### src/rtl/arbitro_vc.sv
// Two-VC to two-destination arbiter: combinational pops, registered pushes and transfer count.
// Define ARB_ROUND_ROBIN_EN for round-robin between VCs; default build is strict VC0 priority.
module arbitro_vc #(
   parameter int DATA_W = 6
) (
   input  logic              clk,
   input  logic              reset,
   input  logic              enable,
   input  logic              vc0_empty,
   input  logic              vc1_empty,
   input  logic [DATA_W-1:0] vc0_data,
   input  logic [DATA_W-1:0] vc1_data,
   input  logic              d0_almost_full,
   input  logic              d1_almost_full,
   output logic              pop_vc0,
   output logic              pop_vc1,
   output logic              push_d0,
   output logic              push_d1,
   output logic [DATA_W-1:0] data_out,
   output logic [7:0]        xfer_count
);

   typedef enum logic [1:0] {IDLE, LAST0, LAST1} state_t;

   state_t            state;
   logic              last_vc;
   logic              elig0;
   logic              elig1;
   logic              grant0;
   logic              grant1;
   logic [DATA_W-1:0] grant_word;

   // Bit 4 of a head word selects its destination FIFO.
   function automatic logic dest_blocked(input logic [DATA_W-1:0] word,
                                         input logic af0, input logic af1);
      return word[4] ? af1 : af0;
   endfunction

   always_comb begin
      elig0 = enable & ~vc0_empty & ~dest_blocked(vc0_data, d0_almost_full, d1_almost_full);
      elig1 = enable & ~vc1_empty & ~dest_blocked(vc1_data, d0_almost_full, d1_almost_full);
`ifdef ARB_ROUND_ROBIN_EN
      grant0 = elig0 & (~elig1 | last_vc);
`else
      grant0 = elig0;
`endif
      grant1     = elig1 & ~grant0;
      grant_word = grant1 ? vc1_data : vc0_data;
      // Pops are forced low the instant reset asserts, not just at the next edge.
      pop_vc0    = grant0 & reset;
      pop_vc1    = grant1 & reset;
   end

`ifdef ARB_ROUND_ROBIN_EN
   logic unused_arb_state;
   assign unused_arb_state = ^state;
`else
   logic unused_arb_state;
   assign unused_arb_state = ^{state, last_vc};
`endif

   always_ff @(posedge clk or negedge reset) begin
      if (!reset) begin
         state      <= IDLE;
         last_vc    <= 1'b1;
         push_d0    <= 1'b0;
         push_d1    <= 1'b0;
         data_out   <= '0;
         xfer_count <= '0;
      end else begin
         push_d0 <= 1'b0;
         push_d1 <= 1'b0;
         if (grant0 | grant1) begin
            data_out   <= grant_word;
            push_d0    <= ~grant_word[4];
            push_d1    <= grant_word[4];
            xfer_count <= xfer_count + 8'd1;
         end
         // Idle cycles keep last_vc so round-robin fairness survives gaps.
         if (grant0) begin
            state   <= LAST0;
            last_vc <= 1'b0;
         end else if (grant1) begin
            state   <= LAST1;
            last_vc <= 1'b1;
         end else begin
            state   <= IDLE;
         end
      end
   end

endmodule

### config.mk
export PLATFORM = sky130hd
export DESIGN_NAME = arbitro_vc
export DESIGN_NICKNAME = d
export VERILOG_FILES = /design/src/rtl/arbitro_vc.sv
export SDC_FILE = /design/constraint.sdc
export NUM_CORES = 1
export LEC_CHECK = 0
export CORE_AREA = 2 2 40 42
export DETAILED_ROUTE_END_ITERATION = 6
export DIE_AREA = 0 0 42 44
export DONT_BUFFER_PORTS = 1
export GPL_ROUTABILITY_DRIVEN = 0
export GPL_TIMING_DRIVEN = 0
export PLACE_DENSITY = 0.72
export SYNTH_ARGS = -nofsm -noshare
export SYNTH_HDL_FRONTEND = slang
export SYNTH_SLANG_ARGS = --single-unit
### constraint.sdc
create_clock -name clk -period 2.85 [get_ports clk]
set_input_delay 0.1425 -clock clk [delete_from_list [all_inputs] [get_ports clk]]
set_output_delay 0.1425 -clock clk [all_outputs]
set_load 0.02 [all_outputs]
==> run_results.csv, run 1 <==
group,metric,value,unit
outcome,status,"finished clean",
sta,finalHoldViolations,0,
power,cellPowerDensity,788,nW/um^2
floorplan,core-area,1420,um^2
routing,wirelength,1530,um
global_route,grt_max_degree,17,
hold_path,min_path_type,"in -> reg",
clocking,root_buffer,"clkbuf_4",
finish,multi_input_area,380,um^2
routing,route.detailed.drc,0,
sta,relSlewSlack,52.4,%
synthesis,netlist_area,816,um^2
finish,regArea,400,um^2
clocking,cts_setup_buffers,0,
sta,skew,2.91,ps
global_route,grt_overflow,0,
power,p_clk_share,20.6,%
global_route,track_usage,19.5,%
placed_design,dp_hpwl,1090,um
synthesis,yosys.area.top_type_share,49.1,%
synthesis,yosysMostFrequentCell,"dfrtp_1",
placed_design,place_area,836,um^2
sta,fin_crit,1320,ps
finish,insertedDiodeCount,0,
sta,tightest_slew,711,ps
sta,setup_viol,0,
routing,viasPerCell,5.66,
clocking,cts.sinks,16,
routing,dr.pass1.iters,4,
synthesis,ys_warn_count,0,
synthesis,async_flop_share,100,%
synthesis,ys_ff_latch,16,
clocking,cts_buffers,3,
synthesis,synth_fp_nets,94,
hold_path,min_path_cells,2,
clocking,path_clk_slew,100,ps
floorplan,num_rows,14,
synthesis,syn_inst,74,
synthesis,synth_flop_cell,"dfrtp_1",
sta,rsz0062_at_grt,"false",
sta,finalSetupTns,0,ps
setup_path,start_kind,"register",
setup_path,critPathKind,"reg -> reg",
power,intPower,447,uW
setup_path,r2r_start,"xfer_count[0]",
setup_path,end_kind,"register",
finish,finalNetCount,105,
clocking,cts_buffer_depth,2,
power,p_comb_share,20.0,%
sta,fmax,759,MHz
routing,ant_nets,0,
power,power_frac_seq,59.5,%
setup_path,reg2reg_depth,4,
hold_path,min_to,"data_out[3]",
setup_path,r2r_slack,1530,ps
power,power,734,uW
floorplan,io_pins,37,
clocking,clk_latency,290,ps
finish,fin_util,65.7,%
global_route,grt_pass1_vias,553,
routing,wl_per_cell,15.3,um
finish,fillers,107,
synthesis,synth-edff-count,0,
finish,design_area,932,um^2
global_route,grt_first_pass_wirelength,2530,um
placed_design,port_buffers,0,
floorplan,start_util,57.5,%
synthesis,yosysTopAreaCell,"dfrtp_1",
power,vdd_drop_max,0.353,mV
hold_path,min_from,"vc0_data[3]",
synthesis,synth.avg_cell_area,11.0,um^2
synthesis,yosys.cell_types.count,25,
clocking,h-tree-depth,1,
routing,drtIter0Drc,4,
synthesis,synth_area_leaders,"dfrtp_1, mux2i_1, xor2_1",
routing,vias,566,
synthesis,ys_seq_area_share,49.1,%
setup_path,r2r_end,"xfer_count[7]",
sta,min_period_over_period,46.3,%
global_route,antenna_found_initial,0,
flow_run,cap_violations,0,
setup_path,required,3070,ps
synthesis,yosys-top-cells-count,"dfrtp_1, mux2i_1, nor2_1",
floorplan,die_y,44,um
power,swShare,39.2,%
clocking,cts_resized,0,
power,leakagePower,0.000456,uW
finish,area_growth,14.3,%
floorplan,design.die.area,1850,um^2
clocking,tritoncts,"done",
setup_path,crit_fanout,4,
power,p_switching,288,uW
sta,slew_violations,0,
setup_path,crit_arrival,1530,ps
floorplan,die_w,42,um
finish,drive_gt1_share,19.0,%
-- layout by cell type (no fill, tap or decap), types with 2 or more instances in the layout --
cell | synthesis | final
dfrtp_1 | 16 | 16
mux2i_1 | 8 | 8
nor2_1 | 8 | 8
xor2_1 | 6 | 6
dlygate4sd3_1 | 0 | 6
a21oi_1 | 5 | 5
a21oi_2 | 4 | 4
nand2_1 | 4 | 4
nand3_1 | 3 | 3
clkbuf_4 | 0 | 3
inv_1 | 2 | 2
buf_6 | 2 | 2
and2_1 | 2 | 2
-- power by group through the flow --
stage | clock, uW | sequential, uW | combinational [uW]
CTS | 155 | 438 | 149
detailed placement | 0 | 443 | 138
global route | 168 | 448 | 164
global placement | 0 | 441 | 134
floorplan | 0 | 425 | 121
finish | 151 | 437 | 147
-- cell families (layout without fill, tap and decap cells) --
logic type               Yosys count  in the layout  share of synthesized area, %
AND/OR/NAND/NOR                   23             23                          14.6
flip-flops                        16             16                          49.1
AO/OA/AOI/OAI                     13             13                          11.3
multiplexers                       9              9                          11.7
XOR/XNOR                           7              7                          7.52
buffers and inverters              5             15                          4.29
adder cells (fa/ha/maj)            1              1                          1.53
-- flip-flops by register name, summed over array words and instances, names as in the netlist --
signal / flops
xfer_count: 8
data_out: 6
push_d0: 1
push_d1: 1
-- repair_timing --
item / in CTS / in global routing
hold buffers: 6 / 0
endpoints found under the setup margin: 0 / 0
hold endpoints to repair: 21 / 0
-- routing by layer --
| metal | track usage [%] | part of all wire [%] | vias up |
|---|---|---|---|
| li1 | - | - | 272 |
| met1 | 21.4 | 41 | 265 |
| met2 | 32.2 | 51 | 25 |
| met3 | 6.25 | 5.8 | 4 |
| met4 | 13.5 | 2.3 | 0 |
| met5 | 0 | 0 | - |
-- worst max-delay path: stages (launching register included) --
cell	delay [ps]
dfrtp_1	520
and2_1	230
nand3_1	100
a211oi_2	240
xor2_1	160
-- stage by stage --
step,setup slack (ps),hold WS (ps),std cells
finish,1530,7.67,100
detailed placement,1540,-153,90
CTS,1510,0.672,100
global route,1430,1.65,100
global placement,1560,-153,90
floorplan,1650,-153,74
-- layout make-up --
type / count / share of cell area, %
flip-flops and latches: 16 / 43.0
multi-input cells: 53 / 40.8
repair buffers: 6 / 6.44
clock buffers: 4 / 3.89
plain buffers: 3 / 2.95
well taps: 16 / 2.15
inverters: 2 / 0.805
-- worst max-delay path by stage --
stage | startpoint | endpoint | slack [ps] | cells past startpoint
floorplan | xfer_count[0] | xfer_count[7] | 1650 | 4
global placement | xfer_count[0] | xfer_count[7] | 1560 | 4
detailed placement | xfer_count[0] | xfer_count[7] | 1540 | 4
CTS | xfer_count[0] | xfer_count[7] | 1510 | 4
global route | xfer_count[0] | xfer_count[7] | 1430 | 4
finish | xfer_count[0] | xfer_count[7] | 1530 | 4
No activity file was read; power rests on OpenSTA's default activity.
==> inputs of run 2 (changes only) <==
- CORE_AREA: 2 2 40 42 -> 2 2 41 47
- DIE_AREA: 0 0 42 44 -> 0 0 43 49
- PLACE_DENSITY: 0.72 -> 0.65
- clock period: 2.85 -> 1.1 ns (I/O delays scaled with it)
==> run 2 against run 1 <==
Net effect:
- the flow now finishes with violations (setup timing)
- global-route usage fell by 1.4 points
- cell count up 10%
- clock power grew to 2.6 times the previous value
- sequential power increased to 2.7 times the previous value
- die area grew 14%
- critical path depth is the same
- register-to-register slack got worse by 1600 ps
- flip-flop and latch count unchanged
- routed wire length rose by 14%
- critical endpoint is now xfer_count[6]
- count of clock-buffer cells in the layout unchanged
- worst hold slack improved by 31 ps
==> run_results.csv, run 2 (synthesis gave the netlist of run 1 again) <==
group,metric,value,unit
hold_path,min_from,"vc1_empty",
sta,slew_violations,0,
sta,fmax,858,MHz
routing,ant_nets,0,
setup_path,critPathTopFamily,"flip-flops",
setup_path,required,1320,ps
placed_design,port_buffers,0,
global_route,grt_first_pass_wirelength,2840,um
floorplan,start_util,48.5,%
finish,final_cell_mix,"dlygate4sd3_1, dfrtp_1, mux2i_1, nor2_1, xor2_1",
power,p_switching,775,uW
power,p_comb_share,22.9,%
power,power_frac_seq,57.6,%
routing,dr.pass1.iters,4,
clocking,cts_buffers,3,
floorplan,die_y,49,um
floorplan,core-area,1680,um^2
clocking,path_clk_slew,100,ps
global_route,antenna_found_initial,0,
global_route,grt_max_degree,17,
floorplan,die_w,43,um
setup_path,critPathKind,"reg -> reg",
floorplan,io_pins,37,
finish,fin_util,61.6,%
sta,skew,11.9,ps
setup_path,start_kind,"register",
finish,drive_gt1_share,28.3,%
global_route,grt_overflow,0,
setup_path,slowest_delay,470,ps
power,vdd_drop_max,1.14,mV
power,cellPowerDensity,1940,nW/um^2
outcome,status,"complete, but fails checks",
global_route,track_usage,18.1,%
sta,finalSetupTns,-194,ps
finish,fillers,143,
clocking,cts.sinks,16,
floorplan,num_rows,16,
routing,route.detailed.drc,0,
setup_path,r2r_slack,-70,ps
hold_path,min_path_cells,3,
sta,relSlewSlack,51.0,%
setup_path,crit_arrival,1390,ps
setup_path,crit_chain,"ha_2, nand4_1, a21oi_2, xor2_1",
finish,largest_register_ff_count,8,
sta,hold_ws,38.9,ps
sta,setup_viol,5,
setup_path,slowest_stage,"dfrtp_2",
finish,area_growth,27.0,%
power,power,2010,uW
clocking,clk_latency,290,ps
floorplan,design.die.area,2110,um^2
finish,top_regs,"xfer_count (8), data_out (6)",
sta,fin_crit,1170,ps
flow_run,cap_violations,0,
setup_path,end_kind,"register",
global_route,grt_pass1_vias,622,
power,p_clk_share,19.5,%
power,swShare,38.6,%
outcome,violations,"setup timing",
sta,rsz0062_at_grt,"true",
sta,finalHoldViolations,0,
sta,tightest_slew,733,ps
setup_path,r2r_start,"xfer_count[0]",
clocking,root_buffer,"clkbuf_4",
setup_path,r2r_end,"xfer_count[6]",
finish,final_common_cell,"dlygate4sd3_1",
placed_design,dp_hpwl,1050,um
setup_path,crit_buf_inv,0,
finish,largest_register,"xfer_count",
power,intPower,1230,uW
clocking,tritoncts,"done",
hold_path,min_path_type,"in -> reg",
finish,insertedDiodeCount,0,
routing,drtIter0Drc,3,
routing,viasPerCell,5.44,
clocking,h-tree-depth,1,
power,leakagePower,0.000486,uW
clocking,cts_buffer_depth,2,
hold_path,min_to,"data_out[4]",
sta,min_period_over_period,106,%
routing,wirelength,1740,um
sta,fin_ws,-65.7,ps
setup_path,reg2reg_depth,4,
setup_path,crit_fanout,4,
routing,wl_per_cell,15.8,um
finish,finalNetCount,113,
routing,vias,598,
==> run 2: changes by cell type in the layout (fill, tap and decap cells not counted), moves of 2 or more <==
cell / before / now
dlygate4sd3_1: 6 / 14
dfrtp_1: 16 / 12
dfrtp_2: 0 / 4
and2_1: 2 / 0
and2_4: 1 / 3
==> run 2: worst max-delay path by stage <==
stage | from | end | depth (start not counted)
global route | xfer_count[2] | xfer_count[7] | 4
detailed placement | xfer_count[0] | xfer_count[7] | 4
floorplan | xfer_count[1] | xfer_count[1] | 2
global placement | xfer_count[0] | xfer_count[7] | 4
CTS | xfer_count[2] | xfer_count[7] | 4
finish | xfer_count[0] | xfer_count[6] | 4
==> run 2: final cells by class <==
type	instances	area (um^2)	area share, %
sequential	16	405	39.1
multi-input combinational	53	397	38.3
timing repair buffer	14	140	13.5
tap	18	22.5	2.17
buffer	3	27.5	2.66
clock buffer	4	36.3	3.50
inverter	2	7.51	0.725
==> run 2: per-layer routing <==
layer	share of wire, %	track usage, %	vias to the layer above
met5	0	0	-
met4	0.69	7.58	0
met3	5.5	4.81	2
met2	50	29.3	24
met1	44	22.6	283
li1	-	-	289
==> run 2: timing repair <==
action	in CTS	in global routing
endpoints found under the hold margin	24	0
buffers inserted	0	0
pin swaps	2	0
hold buffers	14	0
setup endpoints to repair	6	7
gates resized for setup	3	2
==> run 2: tightest hold or removal path: stages <==
cell and delay [ps]:
nor2b_1 50, nand3b_1 110, a31oi_1 80
==> run 2: per-stage QoR <==
step | instances | cell area [um^2] | worst slack (ps)
after floorplan | 74 | 823 | -19.9
after global placement | 92 | 846 | -74.6
after detailed placement | 92 | 846 | -70.9
after CTS | 110 | 1030 | -72.0
after global routing | 110 | 1040 | -158
final | 110 | 1040 | -65.7
==> run 2: power by group through the flow <==
stage	clock network (uW)	logic [uW]	registers, uW
after floorplan	0	327	1120
after global placement	0	361	1160
after detailed placement	0	377	1170
after CTS	393	453	1160
after global routing	423	512	1190
final	391	459	1160
